<file path="src/rtl/goods_pio_pkg.sv">
`default_nettype none
// ---------------------------------------------------------------------------
// goods_pio_pkg: PIO register map and bus-servicer FSM states. Rev 1.0
// ---------------------------------------------------------------------------
package goods_pio_pkg;

  localparam logic [1:0] PIO_ADDR_DATA = 2'd0;
  localparam logic [1:0] PIO_ADDR_MASK = 2'd2;
  localparam logic [1:0] PIO_ADDR_CAP  = 2'd3;

  typedef enum logic [2:0] {
    IDLE    = 3'd0,
    CFG     = 3'd1,
    WAIT    = 3'd2,
    RD_CAP  = 3'd3,
    RD_CAP2 = 3'd4,
    CLR     = 3'd5,
    RD_LVL  = 3'd6,
    RD_LVL2 = 3'd7
  } state_t;

endpackage
`default_nettype wire

</file>
<file path="src/rtl/goods_sel_arb.sv">
`default_nettype none
// ---------------------------------------------------------------------------
// goods_sel_arb: pending goods buttons -> one-at-a-time valid/ready stream.
// Build option GOODS_PIO_RR_ARB_EN selects round-robin instead of lowest-first. Rev 1.0
// ---------------------------------------------------------------------------
module goods_sel_arb
  import goods_pio_pkg::*;
#(
  parameter int WIDTH = 3,
  parameter int IDW   = 2
) (
  input  logic             clk,
  input  logic             rst_n,
  input  logic             merge_i,
  input  logic [WIDTH-1:0] cap_i,
  input  logic             sel_ready_i,
  output logic             sel_valid_o,
  output logic [IDW-1:0]   sel_id_o,
  output logic             overrun_o
);

  logic [WIDTH-1:0] pending_q, pending_d;
  logic [WIDTH-1:0] clr;
  logic             valid_q;
  logic [IDW-1:0]   id_q;
  logic             overrun_q;
  logic             accept;
  logic [IDW-1:0]   pick;

  assign accept    = valid_q && sel_ready_i;
  assign clr       = accept ? (WIDTH'(1) << id_q) : '0;
  // OR-ing the merge after the clear lets a recapture of the granted bit survive.
  assign pending_d = (pending_q & ~clr) | (merge_i ? cap_i : '0);

`ifdef GOODS_PIO_RR_ARB_EN
  logic [IDW-1:0]   ptr_q;
  logic [WIDTH-1:0] rot;
  int               off;

  always_comb begin
    rot = WIDTH'({pending_q, pending_q} >> (int'(ptr_q) + 1));
    off = 0;
    for (int i = WIDTH - 1; i >= 0; i--) begin
      if (rot[i]) off = i;
    end
    pick = IDW'((int'(ptr_q) + 1 + off) % WIDTH);
  end

  always_ff @(posedge clk or negedge rst_n) begin
    if (!rst_n) begin
      ptr_q <= IDW'(WIDTH - 1);
    end else if (!valid_q && (pending_q != '0)) begin
      ptr_q <= pick;
    end
  end
`else
  always_comb begin
    pick = '0;
    for (int i = WIDTH - 1; i >= 0; i--) begin
      if (pending_q[i]) pick = IDW'(i);
    end
  end
`endif

  always_ff @(posedge clk or negedge rst_n) begin
    if (!rst_n) begin
      pending_q <= '0;
      valid_q   <= 1'b0;
      id_q      <= '0;
      overrun_q <= 1'b0;
    end else begin
      pending_q <= pending_d;
      overrun_q <= merge_i && ((cap_i & pending_q) != '0);
      if (accept) begin
        valid_q <= 1'b0;
      end else if (!valid_q && (pending_q != '0)) begin
        valid_q <= 1'b1;
        id_q    <= pick;
      end
    end
  end

  assign sel_valid_o = valid_q;
  assign sel_id_o    = id_q;
  assign overrun_o   = overrun_q;

endmodule
`default_nettype wire

</file>
<file path="src/rtl/goods_pio_irq_ctrl.sv">
`default_nettype none
// ---------------------------------------------------------------------------
// goods_pio_irq_ctrl: hardware IRQ servicer for the goods-select PIO.
// Build option GOODS_PIO_RR_ARB_EN (in goods_sel_arb) selects round-robin. Rev 1.0
// ---------------------------------------------------------------------------
module goods_pio_irq_ctrl
  import goods_pio_pkg::*;
#(
  parameter int WIDTH = 3,
  parameter int IDW   = 2
) (
  input  logic             clk,
  input  logic             reset_n,
  input  logic             enable,
  input  logic [WIDTH-1:0] cfg_mask,
  output logic [1:0]       avm_address,
  output logic             avm_chipselect,
  output logic             avm_write_n,
  output logic [WIDTH-1:0] avm_writedata,
  input  logic [WIDTH-1:0] avm_readdata,
  input  logic             pio_irq,
  output logic             sel_valid,
  input  logic             sel_ready,
  output logic [IDW-1:0]   sel_id,
  output logic [WIDTH-1:0] goods_level,
  output logic             sel_overrun
);

  state_t           state_q;
  logic [1:0]       addr_q;
  logic             cs_q;
  logic             wn_q;
  logic [WIDTH-1:0] wdata_q;
  logic [WIDTH-1:0] shadow_q;
  logic [WIDTH-1:0] cap_q;
  logic [WIDTH-1:0] level_q;
  logic [WIDTH-1:0] mask_wr;
  logic             merge;

  assign mask_wr = enable ? cfg_mask : '0;
  assign merge   = (state_q == RD_LVL2);

  // Bus outputs are registered alongside the transition, so the named state
  // is the cycle in which its access is on the bus.
  always_ff @(posedge clk or negedge reset_n) begin
    if (!reset_n) begin
      state_q  <= IDLE;
      addr_q   <= PIO_ADDR_DATA;
      cs_q     <= 1'b0;
      wn_q     <= 1'b1;
      wdata_q  <= '0;
      shadow_q <= '0;
      cap_q    <= '0;
      level_q  <= '0;
    end else begin
      addr_q  <= PIO_ADDR_DATA;
      cs_q    <= 1'b0;
      wn_q    <= 1'b1;
      wdata_q <= '0;
      case (state_q)
        IDLE: begin
          if (enable) begin
            state_q  <= CFG;
            cs_q     <= 1'b1;
            wn_q     <= 1'b0;
            addr_q   <= PIO_ADDR_MASK;
            wdata_q  <= mask_wr;
            shadow_q <= mask_wr;
          end
        end
        CFG: state_q <= enable ? WAIT : IDLE;
        WAIT: begin
          if (!enable || (cfg_mask != shadow_q)) begin
            state_q  <= CFG;
            cs_q     <= 1'b1;
            wn_q     <= 1'b0;
            addr_q   <= PIO_ADDR_MASK;
            wdata_q  <= mask_wr;
            shadow_q <= mask_wr;
          end else if (pio_irq) begin
            state_q <= RD_CAP;
            cs_q    <= 1'b1;
            addr_q  <= PIO_ADDR_CAP;
          end
        end
        RD_CAP: state_q <= RD_CAP2;
        RD_CAP2: begin
          cap_q   <= avm_readdata & shadow_q;
          state_q <= CLR;
          cs_q    <= 1'b1;
          wn_q    <= 1'b0;
          addr_q  <= PIO_ADDR_CAP;
          wdata_q <= '1;
        end
        CLR: begin
          state_q <= RD_LVL;
          cs_q    <= 1'b1;
          addr_q  <= PIO_ADDR_DATA;
        end
        RD_LVL: state_q <= RD_LVL2;
        RD_LVL2: begin
          level_q <= avm_readdata;
          state_q <= WAIT;
        end
        default: state_q <= IDLE;
      endcase
    end
  end

  goods_sel_arb #(
    .WIDTH (WIDTH),
    .IDW   (IDW)
  ) u_arb (
    .clk         (clk),
    .rst_n       (reset_n),
    .merge_i     (merge),
    .cap_i       (cap_q),
    .sel_ready_i (sel_ready),
    .sel_valid_o (sel_valid),
    .sel_id_o    (sel_id),
    .overrun_o   (sel_overrun)
  );

  assign avm_address    = addr_q;
  assign avm_chipselect = cs_q;
  assign avm_write_n    = wn_q;
  assign avm_writedata  = wdata_q;
  assign goods_level    = level_q;

endmodule
`default_nettype wire
</file>
<file path="config.mk">
export PLATFORM = sky130hd
export DESIGN_NAME = goods_pio_irq_ctrl
export DESIGN_NICKNAME = d
export VERILOG_FILES = /design/src/rtl/goods_pio_pkg.sv /design/src/rtl/goods_sel_arb.sv /design/src/rtl/goods_pio_irq_ctrl.sv
export SDC_FILE = /design/constraint.sdc
export NUM_CORES = 1
export LEC_CHECK = 0
export CAP_MARGIN = 25
export CORE_AREA = 3 3 54 56
export CTS_CLUSTER_SIZE = 28
export DETAILED_ROUTE_END_ITERATION = 16
export DIE_AREA = 0 0 57 59
export PLACE_DENSITY = 0.74
export REMOVE_ABC_BUFFERS = 1
export SLEW_MARGIN = 0
export SYNTH_ARGS = -nofsm -noshare
export SYNTH_HDL_FRONTEND = slang
export SYNTH_SLANG_ARGS = --single-unit
</file>
<file path="constraint.sdc">
create_clock -name clk -period 1.45 [get_ports clk]
set_input_delay 0.145 -clock clk [delete_from_list [all_inputs] [get_ports clk]]
set_output_delay 0.145 -clock clk [all_outputs]
set_load 0.02 [all_outputs]
</file>
==> impl_metrics.toml <==
[worst_setup_path]
reg2reg_from = "state_q[1]"
end_kind = "output port"
cp-startpoint = "avm_address[0]"
critPathSlowestCell = "clkdlybuf4s50_1"
critical_path_class = "flop to output port"
cpLargestDelayFamily = "buffers and inverters"
slowest_delay_ns = 0.60
critPathLaunchType = "flop"
crit_buf_inv = 1
crit_chain = "clkdlybuf4s50_1"
arrival_ns = 1.26
required_ns = 1.31
cp_max_fo = 1

[yosys]
synth_xor_area_share_pct = 4.82
avgSynthCellArea_um2 = 10.6
yosys_warnings = 0
synth.area.top_cells = "dfrtp_1, nand2_1, xnor2_2"
synthDistinctLibCells = 34
yosysMostFrequentCell = "dfrtp_1"
synthArstFlopShare_pct = 100
ys_ff_latch = 26
synth_top_family_by_area = "simple AND/OR/NAND/NOR gates"
synth-edff-count = 0
synth_largest_area_cell = "dfrtp_1"
muxShareOfSynthArea_pct = 0
yosys.area_share.adder_pct = 0
synth-seq-area-share_pct = 54.6
yosys.area.top_type_share_pct = 52.4
synth_simple_gate_area_share_pct = 18.6
synth_ff_type = "dfrtp_1"
yosys-top-cells-count = "dfrtp_1, nand2_1, a21oi_1, nor2_1"
syn_area_um2 = 1190
synth_compound_area_share_pct = 17.6
postSynthCellCount = 113

[place]
dp_slack_ns = -0.0434
dp_cells = 171
port_buffers = 24
postPlaceCellArea_um2 = 1510
dp_hpwl_um = 1850
place_congestion = 0.826

[cts]
tritoncts = "yes"
htreeDepth = 1
path_clk_slew_ns = 0.13
clock_path_buffers = 2
cts_setup_buffers = 0
clk_latency_ns = 0.31
cts-root-buf = "clkbuf_4"
cts_made_buffers = 3
cts_num_sinks = 26

[floorplan]
core_area_um2 = 2480
die-height_um = 59
die_area_um2 = 3360
start_util_pct = 48.2
die-width_um = 57
rows = 18
ios = 25

[route]
drtIter0Drc = 42
vias_per_cell = 5.52
ant_nets = 0
wl_um = 2410
routedWlPerCell_um = 13.8
drtPass1Iterations = 4
drc = 0
vias = 966

[timing]
finClkSkew_ns = 0.00197
timing.final.crit_share_pct = 97.2
fin_hold_ws_ns = 0.189
finalHoldViolations = 0
post-route-min-period_ns = 1.41
maxSlewViolCount = 0
worstMarginPinSlew_ns = 0.326
rsz0062_at_grt = "no"
finalWorstSetupSlack_ns = 0.0408
fin_tns_setup_ns = 0
fmax_mhz = 710
relSlewSlack_pct = 78.2
setup_viol = 0

[layout]
stdcell_count = 175
fillers = 221
nets = 157
final_util_pct = 62.5
syn_to_final_growth_pct = 29.8
drive_above_1_share_pct = 15.9
final_area_um2 = 1550
diodes = 0
multiInputGateArea_um2 = 489
seqCellArea_um2 = 652

[global_routing]
grt_pass1_wl_um = 4390
grt_max_degree = 27
grt_pass1_vias = 948
antenna_found_initial = 0
grtUsageTotal_pct = 16.8
overflow = 0

[pwr]
p_leak_nw = 0.774
irDropWorstVdd_v = 0.00135
powerDensity_nw_per_um2 = 2140
finalPower_mw = 3.31

[hold_path]
hold_path.class = "input port to async pin"

[job]
maxCapViolations = 0

[status]
outcome = "completed"
==> timing repair <==
item	4_1_cts	5_1_grt
endpoints found under the setup margin	6	6
hold buffers	0	0
resized for setup	6	6
==> sequential cells by signal, summed over array words and instances (netlist names) <==
signal             flops
avm_chipselect         1
state_q                3
u_arb.pending_q        3
avm_address            2
u_arb.sel_id_o         2
shadow_q               3
cap_q                  3
avm_write_n            1
u_arb.sel_valid_o      1
goods_level            3
avm_writedata          3
u_arb.overrun_o        1
==> kinds of logic after synthesis <==
kind of cell,Yosys count
DFF,26
and+or+nand+nor,46
AOI/OAI and AO/OA,28
buffers and inverters,9
xor gates and xnor gates,4
==> final cells by class <==
type                       count  area share (%)
multi-input combinational     78            31.6
sequential                    26            42.1
clock buffer                   4            2.34
timing repair buffer          34            20.8
tap                           30            2.42
inverter                       3           0.727
==> cell usage in the layout (no fill, tap or decap) <==
cell type,count
o21a_1,1
clkbuf_4,3
nand3_1,3
xnor2_2,3
nor2b_1,1
nand2_1,23
a22oi_1,1
nand4b_1,3
a222oi_1,1
o21ai_2,3
a22o_1,2
clkdlybuf4s50_1,12
dlymetal6s2s_1,6
or2_2,1
o31a_1,2
or3b_1,1
nor3_1,4
o221a_1,1
clkbuf_8,1
a32oi_1,1
dfstp_2,1
nor2_1,6
and4_4,1
a21oi_1,6
inv_1,3
a211oi_1,1
dfrtp_1,25
o211a_1,1
o31ai_1,1
nand2b_1,1
o21ai_0,4
xnor2_1,1
and3_1,2
buf_4,10
dlygate4sd2_1,6
a32o_1,2
a41oi_1,1
==> worst reg2reg max path: cells and delay by family (launching register included) <==
kind | cells | cell delay (ns)
AO/OA/AOI/OAI | 1 | 0.30
AND/OR/NAND/NOR | 2 | 0.32
flip-flops | 1 | 0.40
buffers and inverters | 1 | 0.18
==> path summary, 6_finish.rpt <==
check | to | slack [ns] | cells past startpoint
max | avm_address[0] | 0.04 | 1
min | goods_level[2] | 0.19 | 2
max reg2reg | state_q[0] | 0.17 | 4
min reg2reg | goods_level[1] | 0.49 | 2
max in group asynchronous | avm_write_n | 0.96 | 2
min in group clk | goods_level[0] | 0.39 | 3
==> power breakdown <==
group | leakage (nW) | internal, mW | switching, mW
Clock | 0.0210 | 0.153 | 0.204
Combinational | 0.430 | 0.783 | 0.851
Sequential | 0.323 | 1.06 | 0.260
Total | 0.774 | 2.00 | 1.31
==> layer usage <==
layer	vias up	routed length, um	track usage, %
li1	471	-	-
met1	465	997	21.5
met2	26	1260	28.7
met3	4	120	2.40
met4	0	37	6.95
met5	-	0	0
Power figures use the tool's default switching activity.
